File: src/rtl/alu_exec_broadcast.sv
// ALU execute stage with a result FIFO that drives the shared result broadcast bus.
// Define ALU_EXEC_BYPASS_EN to broadcast straight from EX when the FIFO is empty.

package common;
  typedef logic [3:0] alu_cmd_t;
  localparam alu_cmd_t ALU_ADD  = 4'd0;
  localparam alu_cmd_t ALU_SUB  = 4'd1;
  localparam alu_cmd_t ALU_AND  = 4'd2;
  localparam alu_cmd_t ALU_OR   = 4'd3;
  localparam alu_cmd_t ALU_XOR  = 4'd4;
  localparam alu_cmd_t ALU_SLL  = 4'd5;
  localparam alu_cmd_t ALU_SRL  = 4'd6;
  localparam alu_cmd_t ALU_SRA  = 4'd7;
  localparam alu_cmd_t ALU_SLT  = 4'd8;
  localparam alu_cmd_t ALU_SLTU = 4'd9;
endpackage

module alu_exec_broadcast #(
  parameter int RESULT_FIFO_DEPTH = 4,
  parameter int PHYS_TAG_W        = 8
) (
  input  logic                  clk,
  input  logic                  rst,
  input  logic                  flush,
  input  logic                  alu_cmd_valid,
  input  common::alu_cmd_t      issue_alu_cmd,
  input  logic [31:0]           issue_op1,
  input  logic [31:0]           issue_op2,
  input  logic [PHYS_TAG_W-1:0] phys_rd,
  output logic                  ex_ready,
  input  logic                  bc_grant,
  output logic                  phys_result_valid,
  output logic [PHYS_TAG_W-1:0] phys_result_tag,
  output logic [31:0]           phys_result_data,
  output logic                  issue_dropped
);
  import common::*;

  localparam int PTR_W = $clog2(RESULT_FIFO_DEPTH);
  localparam int CNT_W = PTR_W + 1;
  localparam logic [CNT_W:0] DEPTH_L = (CNT_W+1)'(RESULT_FIFO_DEPTH);

  logic                  ex_valid_q, ex_valid_d;
  alu_cmd_t              ex_cmd_q, ex_cmd_d;
  logic [31:0]           ex_op1_q, ex_op1_d;
  logic [31:0]           ex_op2_q, ex_op2_d;
  logic [PHYS_TAG_W-1:0] ex_rd_q, ex_rd_d;
  logic [PTR_W-1:0]      rd_ptr_q, rd_ptr_d;
  logic [PTR_W-1:0]      wr_ptr_q, wr_ptr_d;
  logic [CNT_W-1:0]      count_q, count_d;
  logic                  dropped_q, dropped_d;

  logic [PHYS_TAG_W-1:0] tag_mem  [RESULT_FIFO_DEPTH];
  logic [31:0]           data_mem [RESULT_FIFO_DEPTH];

  logic [31:0]    ex_result;
  logic [CNT_W:0] occupancy;
  logic           fifo_nonempty, bypass_hit, accept, push, pop;

  // Occupancy counts the EX op too, so an accepted op always has a FIFO slot waiting.
  assign occupancy     = {1'b0, count_q} + {{CNT_W{1'b0}}, ex_valid_q};
  assign ex_ready      = occupancy < DEPTH_L;
  assign fifo_nonempty = (count_q != '0);
`ifdef ALU_EXEC_BYPASS_EN
  assign bypass_hit    = !fifo_nonempty && ex_valid_q;
`else
  assign bypass_hit    = 1'b0;
`endif
  assign accept        = alu_cmd_valid && ex_ready && !flush;
  assign pop           = fifo_nonempty && bc_grant && !flush;
  assign push          = ex_valid_q && !flush && !(bypass_hit && bc_grant);
  assign issue_dropped = dropped_q;

  always_comb begin
    ex_result = '0;
    case (ex_cmd_q)
      ALU_ADD:  ex_result = ex_op1_q + ex_op2_q;
      ALU_SUB:  ex_result = ex_op1_q - ex_op2_q;
      ALU_AND:  ex_result = ex_op1_q & ex_op2_q;
      ALU_OR:   ex_result = ex_op1_q | ex_op2_q;
      ALU_XOR:  ex_result = ex_op1_q ^ ex_op2_q;
      ALU_SLL:  ex_result = ex_op1_q << ex_op2_q[4:0];
      ALU_SRL:  ex_result = ex_op1_q >> ex_op2_q[4:0];
      ALU_SRA:  ex_result = $unsigned($signed(ex_op1_q) >>> ex_op2_q[4:0]);
      ALU_SLT:  ex_result = {31'b0, $signed(ex_op1_q) < $signed(ex_op2_q)};
      ALU_SLTU: ex_result = {31'b0, ex_op1_q < ex_op2_q};
      default:  ex_result = '0;
    endcase
  end

  always_comb begin
    phys_result_valid = 1'b0;
    phys_result_tag   = '0;
    phys_result_data  = '0;
    if (fifo_nonempty) begin
      phys_result_valid = 1'b1;
      phys_result_tag   = tag_mem[rd_ptr_q];
      phys_result_data  = data_mem[rd_ptr_q];
    end else if (bypass_hit) begin
      phys_result_valid = 1'b1;
      phys_result_tag   = ex_rd_q;
      phys_result_data  = ex_result;
    end
  end

  always_comb begin
    ex_valid_d = ex_valid_q;
    ex_cmd_d   = ex_cmd_q;
    ex_op1_d   = ex_op1_q;
    ex_op2_d   = ex_op2_q;
    ex_rd_d    = ex_rd_q;
    rd_ptr_d   = rd_ptr_q;
    wr_ptr_d   = wr_ptr_q;
    count_d    = count_q;
    dropped_d  = dropped_q;
    if (flush) begin
      ex_valid_d = 1'b0;
      rd_ptr_d   = '0;
      wr_ptr_d   = '0;
      count_d    = '0;
    end else begin
      ex_valid_d = accept;
      if (accept) begin
        ex_cmd_d = issue_alu_cmd;
        ex_op1_d = issue_op1;
        ex_op2_d = issue_op2;
        ex_rd_d  = phys_rd;
      end
      if (alu_cmd_valid && !ex_ready) dropped_d = 1'b1;
      if (push) wr_ptr_d = wr_ptr_q + PTR_W'(1);
      if (pop)  rd_ptr_d = rd_ptr_q + PTR_W'(1);
      count_d = count_q + CNT_W'(push) - CNT_W'(pop);
    end
  end

  always_ff @(posedge clk) begin
    if (!rst) begin
      ex_valid_q <= 1'b0;
      ex_cmd_q   <= '0;
      ex_op1_q   <= '0;
      ex_op2_q   <= '0;
      ex_rd_q    <= '0;
      rd_ptr_q   <= '0;
      wr_ptr_q   <= '0;
      count_q    <= '0;
      dropped_q  <= 1'b0;
    end else begin
      ex_valid_q <= ex_valid_d;
      ex_cmd_q   <= ex_cmd_d;
      ex_op1_q   <= ex_op1_d;
      ex_op2_q   <= ex_op2_d;
      ex_rd_q    <= ex_rd_d;
      rd_ptr_q   <= rd_ptr_d;
      wr_ptr_q   <= wr_ptr_d;
      count_q    <= count_d;
      dropped_q  <= dropped_d;
    end
  end

  // Result storage needs no reset: entries are only visible while counted.
  always_ff @(posedge clk) begin
    if (rst && push) begin
      tag_mem[wr_ptr_q]  <= ex_rd_q;
      data_mem[wr_ptr_q] <= ex_result;
    end
  end

endmodule
File: config.mk
export PLATFORM = sky130hd
export DESIGN_NAME = alu_exec_broadcast
export DESIGN_NICKNAME = d
export VERILOG_FILES = /design/src/rtl/alu_exec_broadcast.sv
export SDC_FILE = /design/constraint.sdc
export NUM_CORES = 1
export LEC_CHECK = 0
export CORE_MARGIN = 1
export CORE_UTILIZATION = 50
export CTS_CLUSTER_SIZE = 8
export DETAILED_ROUTE_END_ITERATION = 10
export GPL_TIMING_DRIVEN = 0
export PLACE_DENSITY = 0.69
export SLEW_MARGIN = 20
export SYNTH_ARGS = -nofsm -noshare
export SYNTH_HDL_FRONTEND = slang
export SYNTH_SLANG_ARGS = --single-unit
File: constraint.sdc
create_clock -name clk -period 10.7 [get_ports clk]
set_clock_uncertainty 0.2 [all_clocks]
set_input_delay 2.14 -clock clk [delete_from_list [all_inputs] [get_ports clk]]
set_output_delay 2.14 -clock clk [all_outputs]
set_load 0.02 [all_outputs]
==> flow_metrics.py <==
metrics = {
    "run_status": {
        "status": "finished clean",
    },
    "clock_network": {
        "htree_levels": 2,
        "path_clk_slew_ns": 0.05,
        "cts_tree": "yes",
        "ctsHoldBuffers": 0,
        "post_cts_resized": 0,
        "cts_buffers": 37,
        "root_buffer": "clkbuf_16",
        "post-cts-setup-buffers": 0,
        "clk_latency_ns": 0.57,
        "cts_buffer_depth": 3,
        "cts.sinks": 247,
    },
    "yosys": {
        "yosys_warnings": 0,
        "synth_area_leader_cell": "edfxtp_1",
        "ys_seq_elements": 247,
        "avgSynthCellArea_um2": 9.23,
        "async_reset_ff_share_pct": 0,
        "syn_area_um2": 17800,
        "synth_nets": 2116,
        "synth_cells": 1926,
        "synth_top_area_share_pct": 27.0,
        "synthTopCellsByCount": "nand2_1, nor2_1, edfxtp_1",
        "synthTopCellsByArea": "edfxtp_1, dfxtp_1, mux4_2, ha_1, nand2_1",
        "ys_seq_area_share_pct": 36.8,
        "synth.most_common_cell": "nand2_1",
        "synthFlopType": "edfxtp_1",
        "ys_types": 82,
        "synth-edff-count": 160,
    },
    "min_path": {
        "min_from": "ex_op2_q[31]",
        "whs_path_depth": 2,
        "hold_path_end": "ex_op2_q[31]",
        "hp-class": "reg -> reg",
    },
    "critical_path": {
        "r2r-end": "data_mem[2][26]",
        "crit_required_ns": 10.78,
        "cp-start-kind": "flop",
        "cp-end-kind": "flop",
        "worst-r2r-setup-slack_ns": 4.21,
        "path_class": "reg -> reg",
        "r2r_start": "ex_op2_q[3]",
        "reg2reg_depth": 15,
        "cp.arrival_ns": 6.57,
        "worstPathMaxFanout": 11,
    },
    "final_layout": {
        "drive_above_1_share_pct": 9.12,
        "finalNetCount": 2283,
        "finalNonFillerCells": 2571,
        "antenna_cells": 0,
        "synthToLayoutAreaGrowth_pct": 16.8,
        "fillCellCount": 3035,
    },
    "sta": {
        "slew_violations": 0,
        "tightest_slew_ns": 1.20,
        "rsz0062_at_grt": "false",
        "whs_ns": 0.292,
        "final.setup.tns_ns": 0,
        "timing.final.hold_violations": 0,
        "slew_headroom_pct": 18.1,
        "layout_min_cycle_time_ns": 6.49,
        "setup_viol": 0,
        "max_freq_ghz": 0.154,
        "final.period_utilization_pct": 60.7,
    },
    "drt": {
        "viasPerCell": 6.55,
        "first_iter_violations": 2278,
        "first_pass_iters": 6,
        "dr_total_vias": 16800,
        "route.detailed.drc": 0,
        "drt-total-wl_mm": 73.6,
        "wl_per_cell_um": 28.6,
        "antenna_left": 0,
    },
    "floorplan": {
        "die_w_um": 191,
        "dieArea_um2": 36300,
        "core-area_um2": 34800,
        "num_rows": 68,
        "io_pins": 124,
        "initial_core_util_pct": 51.1,
        "die_h_um": 191,
    },
    "placed_design": {
        "dp.cells": 2509,
        "dp_hpwl_mm": 56.9,
        "gp_congestion": 1.04,
        "portBuffers": 123,
    },
    "grt": {
        "grt_pass1_vias": 16300,
        "grt_max_degree": 29,
        "overflow": 0,
        "grt_first_pass_wirelength_mm": 107,
        "antenna_found_initial": 0,
        "grtUsageTotal_pct": 40.9,
    },
    "pwr": {
        "ir_drop_uv": 141,
        "leakage_nw": 7.24,
        "cellPowerDensity_nw_per_um2": 130,
        "pwr-share-clk_pct": 40.4,
        "p_int_mw": 1.89,
        "pwr-share-comb_pct": 19.5,
        "power.switching_mw": 0.809,
        "total_power_mw": 2.70,
        "swShare_pct": 29.9,
        "seqPwrFrac_pct": 40.0,
    },
    "run": {
        "drv_cap": 0,
    },
}
-- state kept, by name, indices dropped and copies added, names as in the netlist, named ones only --
| signal | flops |
|---|---|
| rd_ptr_q | 2 |
| tag_mem | 32 |
| ex_rd_q | 8 |
| wr_ptr_q | 2 |
| ex_valid_q | 1 |
| ex_cmd_q | 4 |
| ex_op1_q | 32 |
| issue_dropped | 1 |
| ex_op2_q | 32 |
| data_mem | 128 |
| count_q | 3 |
-- metrics by stage --
stage	area, um^2	setup WS [ns]	util, %
3_5_place_dp	19700	4.64	56.5
4_1_cts	20800	4.53	59.7
6_report	20800	4.21	59.7
2_1_floorplan	17800	6.65	-
3_3_place_gp	19600	4.50	56.3
5_1_grt	20800	4.27	59.7
-- power groups by stage --
stage | sequential, mW | combinational (mW) | clock [mW]
floorplan | 1.08 | 0.312 | 0
global placement | 1.10 | 0.500 | 0
detailed placement | 1.10 | 0.506 | 0
CTS | 1.08 | 0.509 | 1.11
global route | 1.08 | 0.557 | 1.14
finish | 1.08 | 0.528 | 1.09
-- cell usage in the layout (no fill, tap or decap), types with 23 or more instances in the layout --
cell type        count
a211oi_1            35
a21boi_0            79
a21oi_1            140
buf_2               30
clkbuf_1           104
clkbuf_16           38
clkdlybuf4s50_1    123
dfxtp_1             87
edfxtp_1           160
ha_1               106
inv_1              104
mux2i_1             48
mux4_2              65
nand2_1            264
nor2_1             163
nor2b_1             51
nor3_1              39
o211ai_1            23
o21ai_0            103
-- critical path, cell delays in order (launching register included) --
cell and delay, ns:
dfxtp_1 0.43, inv_1 0.13, clkbuf_1 0.69, buf_1 0.60
clkbuf_1 0.75, ha_1 0.22, buf_2 0.17, nor2_1 0.07
o21ai_0 0.08, a21oi_1 0.16, o211ai_1 0.66, nand3_1 0.22
a2111oi_0 0.87, o21ai_0 0.22, mux2_2 0.31, o2111ai_1 0.39
-- cells by family after synthesis --
family | Yosys count | share of synthesized area, %
simple gates | 598 | 14.8
compound gates | 564 | 21.1
buf+inv | 251 | 5.79
flops | 247 | 36.8
mux | 132 | 12.4
fa+ha+maj | 109 | 7.80
xor+xnor | 25 | 1.23
-- worst max path at each step --
| stage | start | endpoint | slack [ns] |
|---|---|---|---|
| after global placement | ex_op2_q[3] | data_mem[0][26] | 4.50 |
| final | ex_op2_q[3] | data_mem[2][26] | 4.21 |
| after global routing | ex_op2_q[3] | data_mem[0][22] | 4.27 |
| after detailed placement | ex_op2_q[3] | data_mem[0][31] | 4.64 |
| after CTS | ex_op2_q[3] | data_mem[2][26] | 4.53 |
| after floorplan | flop | phys_result_data[0] | 6.65 |
-- layout make-up --
cell class / count / area [um^2] / share of cell area [%]
multi-input combinational: 1428 / 10200 / 49.2
tap: 455 / 569 / 2.74
clock inverter: 4 / 46.3 / 0.223
timing repair buffer: 128 / 1320 / 6.35
sequential: 247 / 6550 / 31.5
inverter: 107 / 402 / 1.93
clock buffer: 58 / 1040 / 4.99
buffer: 144 / 627 / 3.02
-- per-layer routing --
layer | global-route usage, % | wire (um) | vias up
met3 | 7.23 | 7000 | 215
li1 | - | - | 7376
met1 | 52.0 | 28600 | 8211
met4 | 21.2 | 4120 | 0
met5 | 0 | 0 | -
met2 | 66.3 | 34000 | 1037
(Power assumes the default switching activity.)
